<file path="src/rtl/dic_time_datapath_pkg.sv">
// Shared definitions for the desk-clock time datapath and the display stage:
// digit width, digit limits and the packed MM:SS time type.
package dic_time_datapath_pkg;

    localparam int unsigned DIGIT_W = 4;

    localparam logic [DIGIT_W-1:0] DEF_MAX_MTENS = 4'd5;
    localparam logic [DIGIT_W-1:0] DEF_MAX_STENS = 4'd5;
    localparam logic [DIGIT_W-1:0] DEF_MAX_ONES  = 4'd9;

    typedef struct packed {
        logic [DIGIT_W-1:0] mtens;
        logic [DIGIT_W-1:0] mones;
        logic [DIGIT_W-1:0] stens;
        logic [DIGIT_W-1:0] sones;
    } mmss_t;

endpackage

</file>
<file path="src/rtl/dic_time_datapath_bcd_digit_cnt.sv">
// One BCD digit of the running time: range-checked load, wrap-around
// increment and a carry that ripples combinationally to the next digit.
module bcd_digit_cnt
    import dic_time_datapath_pkg::*;
#(
    parameter logic [DIGIT_W-1:0] MAX_VAL = DEF_MAX_ONES
) (
    input  logic               clk,
    input  logic               rst,
    input  logic               ld_i,
    input  logic [DIGIT_W-1:0] ld_val_i,
    input  logic               inc_en_i,
    output logic [DIGIT_W-1:0] digit_o,
    output logic [DIGIT_W-1:0] digit_nxt_o,
    output logic               carry_o
);

    logic [DIGIT_W-1:0] digit_q, digit_d;

    always_comb begin
        // NOTE: default first so every path assigns digit_d and no latch is inferred.
        digit_d = digit_q;
        if (ld_i) begin
            if (ld_val_i <= MAX_VAL) digit_d = ld_val_i;
        end else if (inc_en_i) begin
            digit_d = (digit_q == MAX_VAL) ? '0 : digit_q + 1'b1;
        end
    end

    // NOTE: sequential state uses non-blocking assignments only; reset is synchronous.
    always_ff @(posedge clk) begin
        if (!rst) digit_q <= '0;
        else      digit_q <= digit_d;
    end

    assign digit_o     = digit_q;
    assign digit_nxt_o = digit_d;
    assign carry_o     = inc_en_i && (digit_q == MAX_VAL);

endmodule

</file>
<file path="src/rtl/dic_time_datapath.sv">
// Desk-clock datapath: running MM:SS time, MM:SS alarm set-point and the
// alarm_ring flag, driven by the control FSM strobes and the decoded digit.
module dic_time_datapath
    import dic_time_datapath_pkg::*;
#(
    parameter logic [DIGIT_W-1:0] MAX_MTENS = DEF_MAX_MTENS,
    parameter logic [DIGIT_W-1:0] MAX_STENS = DEF_MAX_STENS,
    parameter logic [DIGIT_W-1:0] MAX_ONES  = DEF_MAX_ONES
) (
    input  logic               clk,
    input  logic               rst,
    input  logic               tick_1hz,
    input  logic               dicRun,
    input  logic               dicLdMtens,
    input  logic               dicLdMones,
    input  logic               dicLdStens,
    input  logic               dicLdSones,
    input  logic               alarmLdMtens,
    input  logic               alarmLdMones,
    input  logic               alarmLdStens,
    input  logic               alarmLdSones,
    input  logic               alarm_en,
    input  logic [DIGIT_W-1:0] ld_digit,
    output logic [DIGIT_W-1:0] dicMtens,
    output logic [DIGIT_W-1:0] dicMones,
    output logic [DIGIT_W-1:0] dicStens,
    output logic [DIGIT_W-1:0] dicSones,
    output logic [DIGIT_W-1:0] alarmMtens,
    output logic [DIGIT_W-1:0] alarmMones,
    output logic [DIGIT_W-1:0] alarmStens,
    output logic [DIGIT_W-1:0] alarmSones,
    output logic               alarm_ring
);

    mmss_t time_q, time_nxt, alarm_q, alarm_d;
    logic  ring_q, ring_d;
    logic  inc, c_sones, c_stens, c_mones, carry_mtens_unused;

    // A tick that lands on any time-digit load is dropped, not deferred.
    assign inc = dicRun && tick_1hz &&
                 !(dicLdMtens || dicLdMones || dicLdStens || dicLdSones);

    bcd_digit_cnt #(.MAX_VAL(MAX_ONES)) u_sones (
        .clk(clk), .rst(rst), .ld_i(dicLdSones), .ld_val_i(ld_digit), .inc_en_i(inc),
        .digit_o(time_q.sones), .digit_nxt_o(time_nxt.sones), .carry_o(c_sones));

    bcd_digit_cnt #(.MAX_VAL(MAX_STENS)) u_stens (
        .clk(clk), .rst(rst), .ld_i(dicLdStens), .ld_val_i(ld_digit), .inc_en_i(c_sones),
        .digit_o(time_q.stens), .digit_nxt_o(time_nxt.stens), .carry_o(c_stens));

    bcd_digit_cnt #(.MAX_VAL(MAX_ONES)) u_mones (
        .clk(clk), .rst(rst), .ld_i(dicLdMones), .ld_val_i(ld_digit), .inc_en_i(c_stens),
        .digit_o(time_q.mones), .digit_nxt_o(time_nxt.mones), .carry_o(c_mones));

    bcd_digit_cnt #(.MAX_VAL(MAX_MTENS)) u_mtens (
        .clk(clk), .rst(rst), .ld_i(dicLdMtens), .ld_val_i(ld_digit), .inc_en_i(c_mones),
        .digit_o(time_q.mtens), .digit_nxt_o(time_nxt.mtens), .carry_o(carry_mtens_unused));

    always_comb begin
        alarm_d = alarm_q;
        if (alarmLdMtens && ld_digit <= MAX_MTENS) alarm_d.mtens = ld_digit;
        if (alarmLdMones && ld_digit <= MAX_ONES)  alarm_d.mones = ld_digit;
        if (alarmLdStens && ld_digit <= MAX_STENS) alarm_d.stens = ld_digit;
        if (alarmLdSones && ld_digit <= MAX_ONES)  alarm_d.sones = ld_digit;
    end

    // Only an increment can arm the ring; disarming always wins over a match.
    always_comb begin
        ring_d = ring_q;
        if (!alarm_en)                          ring_d = 1'b0;
        else if (inc && (time_nxt == alarm_d))  ring_d = 1'b1;
    end

    always_ff @(posedge clk) begin
        if (!rst) begin
            alarm_q <= '0;
            ring_q  <= 1'b0;
        end else begin
            alarm_q <= alarm_d;
            ring_q  <= ring_d;
        end
    end

    assign dicMtens   = time_q.mtens;
    assign dicMones   = time_q.mones;
    assign dicStens   = time_q.stens;
    assign dicSones   = time_q.sones;
    assign alarmMtens = alarm_q.mtens;
    assign alarmMones = alarm_q.mones;
    assign alarmStens = alarm_q.stens;
    assign alarmSones = alarm_q.sones;
    assign alarm_ring = ring_q;

endmodule

</file>
<file path="config.mk">
export PLATFORM = sky130hd
export DESIGN_NAME = dic_time_datapath
export DESIGN_NICKNAME = d
export VERILOG_FILES = /design/src/rtl/dic_time_datapath_pkg.sv /design/src/rtl/dic_time_datapath_bcd_digit_cnt.sv /design/src/rtl/dic_time_datapath.sv
export SDC_FILE = /design/constraint.sdc
export NUM_CORES = 1
export LEC_CHECK = 0
export BUFFER_PORTS_ARGS = -buffer_cell sky130_fd_sc_hd__buf_4
export CAP_MARGIN = 20
export CORE_MARGIN = 5
export CORE_UTILIZATION = 40
export CTS_CLUSTER_SIZE = 14
export DETAILED_ROUTE_END_ITERATION = 10
export PLACE_DENSITY = 0.7
export SLEW_MARGIN = 20
export SYNTH_ARGS = -nofsm -noshare
export SYNTH_HDL_FRONTEND = slang
export SYNTH_SLANG_ARGS = --single-unit
</file>
<file path="constraint.sdc">
create_clock -name clk -period 2.9 [get_ports clk]
set_input_delay 0.435 -clock clk [delete_from_list [all_inputs] [get_ports clk]]
set_output_delay 0.435 -clock clk [all_outputs]
set_load 0.03 [all_outputs]
</file>
# Word-level counts from Yosys, hierarchy flattened

Cells that the tools add are included.

Reductions and logical operators: 15
Muxes and demuxes: 20
Equality and inequality tests: 5
Add/subtract/negate cells: 4
$lt $le $gt $ge: 2

Operators with widths:

| kind                | count |
|---|---|
| $mux 4              | 20 |
| $add 4x1->4 const B | 4 |
| $eq 16x16->1        | 1 |
| $logic_and 1x1->1   | 10 |
| $eq 4x3->1 const B  | 2 |
| $eq 4x4->1 const B  | 2 |
| $le 4x3->1 const B  | 1 |
| $le 4x4->1 const B  | 1 |
| $logic_or 1x1->1    | 3 |
| $reduce_and 2->1    | 1 |
| $logic_not 1->1     | 1 |

Input port bits: 17
Bits in registers: 33

# Depth between registers and ports, before layout

Word-level depth: 12
Gate-level depth with buffers: 9

# Modules after synthesis

From an unflattened synthesis, not the netlist that was laid out.

Cell total of the unflattened synthesis: 270
Area total of the unflattened synthesis: 2,174.6 um^2

By module, submodules not included:

| module                       | instances | sequential area each (um^2) | area an instance (um^2) | cells each |
|---|---|---|---|---|
| dic_time_datapath            | 1         | 340.3                       | 963.4                   | 118 |
| bcd_digit_cnt at u_mones ... | 2         | 80.1                        | 306.5                   | 39 |
| bcd_digit_cnt at u_mtens ... | 2         | 80.1                        | 299.0                   | 37 |

# Worst setup path before layout

No wires, ideal clock.

Path type: register to register
From: reg u_sones.digit_q[3] (netlist: u_sones.digit_o[3])
To: reg ring_q (netlist: alarm_ring)
Path buffers: 1
Required time: 2,781 ps
Cell stages (with the launch flop): 9
Library setup time: 119 ps
Arrival: 2,385 ps
Setup slack: 395 ps
Path through: dfxtp_1 > clkbuf_2 > or4bb_1 > nor3_2 > nor3b_1 > or4b_1 > o211a_1 > nand4_1 > o31ai_2

Word-level cells in the longest chain between the ends: 8

Ends and longest elaborated chain:

| item                                                | RTL line                              | RTL |
|---|---|---|
| start, declared                                     | dic_time_datapath_bcd_digit_cnt.sv:18 | `logic [DIGIT_W-1:0] digit_q, digit_d;` |
| start signal, assigned                              | dic_time_datapath_bcd_digit_cnt.sv:33 | `else digit_q <= digit_d;` |
| branches (longest 6 deep; another with $add 4x1->4) | n/a                                   |  |
| $eq 16x16->1 *                                      | dic_time_datapath.sv:71               | `else if (inc && (time_nxt == alarm_d)) ring_d = 1'b1;` |
| $logic_and 1x1->1 *                                 | dic_time_datapath.sv:71               |  |
| end signal, assigned                                | dic_time_datapath.sv:80               | `ring_q <= ring_d;` |
| end, declared                                       | dic_time_datapath.sv:36               | `logic ring_q, ring_d;` |

Mark *: on every way between the ends.
A chain may end at the register's enable or synchronous reset.

# Final worst setup path

Same ends and word-level chain as after synthesis.

==> flow_summary.json <==
{
  "cp_max_fo": 9,
  "total_power_mw": 1.26,
  "antenna_found_initial": 0,
  "syn_avg_cell_area_um2": 7.85,
  "postCtsSetupBuffers": 0,
  "fin_ws_ns": 0.337,
  "fin_skew_ns": 0.00905,
  "area_growth_pct": 23.5,
  "wl_per_cell_um": 16.9,
  "yosys_warnings": 0,
  "powerDensity_mw_per_mm2": 434,
  "grt_max_degree": 24,
  "place_ws_ns": 0.182,
  "rsz0062_at_grt": "false",
  "die_w_um": 86.6,
  "viasPerCell": 6.04,
  "whs_ns": 0.424,
  "drive_gt1_share_pct": 21.7,
  "synthTopCellsByArea": "dfxtp_1, nor2_1, mux2i_1",
  "clock_path_buffers": 2,
  "ios": 50,
  "coreArea_mm2": 0.00582,
  "wl_met3_um": 554,
  "io_buffers": 49,
  "dr_wl_met2_um": 3300,
  "grt_pass1_wl_um": 11600,
  "finalCoreUtilization_pct": 49.9,
  "critPathCaptureType": "flop",
  "r2r_setup_slack_ns": 0.34,
  "cts_tree": "built",
  "critPathRequiredTime_ns": 3.08,
  "ys.flop_type": "dfxtp_1",
  "postPlaceCellArea_mm2": 0.00279,
  "cp_slowest_cell": "or4bb_1",
  "max_slew.worst_pin.slew_ns": 0.795,
  "fin_crit_ns": 2.56,
  "synthTopCellsByCount": "dfxtp_1, nor2_1, nand2_1",
  "worstSkewPairLatency_ns": 0.29,
  "dp.cells": 412,
  "status": "finished, final reports clean",
  "cp.arrival_ns": 2.75,
  "die_h_um": 86.6,
  "crit_path_start_kind": "flop",
  "yosysSeqAreaShare_pct": 28.1,
  "nets": 361,
  "synth_edf_count": 0,
  "critPathCapture": "alarm_ring",
  "leakage_nw": 1.16,
  "setup_viol": 0,
  "synth.distinct_cells": 69,
  "clock-sinks": 33,
  "path_cells": "or4bb_1 > nor3_2 > nor3b_1 > or4b_1 > o211a_1 > nand4_1 > o31ai_2",
  "routed_wl_um": 7110,
  "min_path_cells": 3,
  "cts_hold_buf": 0,
  "grt_overflow": 0,
  "detail-route-antenna-nets": 0,
  "yosys.area.top_type_share_pct": 28.1,
  "r2r_cells": 7,
  "syn-num-nets": 316,
  "relSlewSlack_pct": 46.9,
  "path_clk_slew_ns": 0.07,
  "die_area_mm2": 0.00750,
  "cts_resized": 0,
  "setup_tns_ns": 0,
  "synthArstFlopShare_pct": 0,
  "dp_hpwl_um": 5260,
  "htreeDepth": 2,
  "wl_met1_um": 3050,
  "worst_r2r_endpoint": "alarm_ring",
  "syn-instance-count": 299,
  "synth_area_mm2": 0.00235,
  "ys_ff_latch": 33,
  "hold_class": "primary input to flop",
  "vias": 2535,
  "cap_violations": 0,
  "routed.top_layer": "met4",
  "slew_viol_final": 0,
  "max_freq_mhz": 390,
  "rows": 28,
  "start_util_pct": 40.4,
  "first_pass_iters": 6,
  "nFillCells": 593,
  "gp_congestion": 0.960,
  "crit_type": "flop to flop",
  "hold_violations": 0,
  "synth_top_area_cell": "dfxtp_1",
  "final_cells": 420,
  "drcViolationCount": 0,
  "cts_made_buffers": 5,
  "r2r-start": "u_sones.digit_o[3]",
  "root_buffer": "clkbuf_8",
  "irDropWorstVdd_mv": 0.236,
  "insertedDiodeCount": 0,
  "cp-startpoint": "u_sones.digit_o[3]",
  "grt_pass1_vias": 2382,
  "drt_iter0_drc": 185,
  "fin_area_mm2": 0.00290,
  "max_stage_delay_ns": 0.58,
  "period_share_pct": 88.4,
  "track_usage_pct": 19.6
}
## how the worst min path moves through the flow
stage,from,end
2_1_floorplan,alarm_en,alarm_ring
3_3_place_gp,alarmMtens[3],alarmMtens[3]
3_5_place_dp,alarmMtens[3],alarmMtens[3]
4_1_cts,alarm_en,alarm_ring
5_1_grt,alarm_en,alarm_ring
6_report,alarm_en,alarm_ring
## flip-flops by register name, summed over array words and instances (netlist names)
name and flops:
alarmSones 4, alarmMtens 4, u_stens.digit_o 4, u_sones.digit_o 4
alarmMones 4, alarm_ring 1, u_mones.digit_o 4, alarmStens 4
u_mtens.digit_o 4
## cell type report
type	instances	area [µm²]	share of cell area, %
Inverter	7	26.3	0.906
Tap cell	75	93.8	3.23
Sequential cell	33	661	22.8
Clock buffer	7	86.3	2.98
Timing Repair Buffer	54	405	14.0
Multi-Input combinational cell	243	1600	55.1
Clock inverter	1	30.0	1.03
## worst max-delay path: cells and delay by family, from the launching register on
family,cells,cell delay [ns]
AO/OA/AOI/OAI,2,0.29
flip-flops,1,0.52
AND/OR/NAND/NOR,5,1.63
## layer usage
layer	GRT usage, %	vias to the layer above
li1	-	1204
met1	25.4	1186
met2	30.7	128
met3	4.85	17
met4	8.50	0
met5	0	-
## kinds of logic after synthesis
family / Yosys count / synth area share (%)
xor+xnor: 9 / 3.36
flops: 33 / 28.1
compound gates: 73 / 21.6
mux: 12 / 5.17
buf+inv: 23 / 3.78
simple gates: 149 / 38.0
## where the power goes
group / switching, mW / internal [mW]
registers: 0.0285 / 0.474
clock network: 0.175 / 0.280
logic: 0.180 / 0.120
## placed cells by master, fill, tap and decap left out, types with 7 or more instances in the layout
cell	count
mux2i_1	11
nand2_1	19
a21oi_1	17
nand3_1	15
buf_4	54
o21ai_0	10
nand2b_1	11
dfxtp_1	33
inv_1	7
nor2_1	33
and2_1	12
nor2b_1	8
Note: power is estimated with default switching activity, not from simulation.
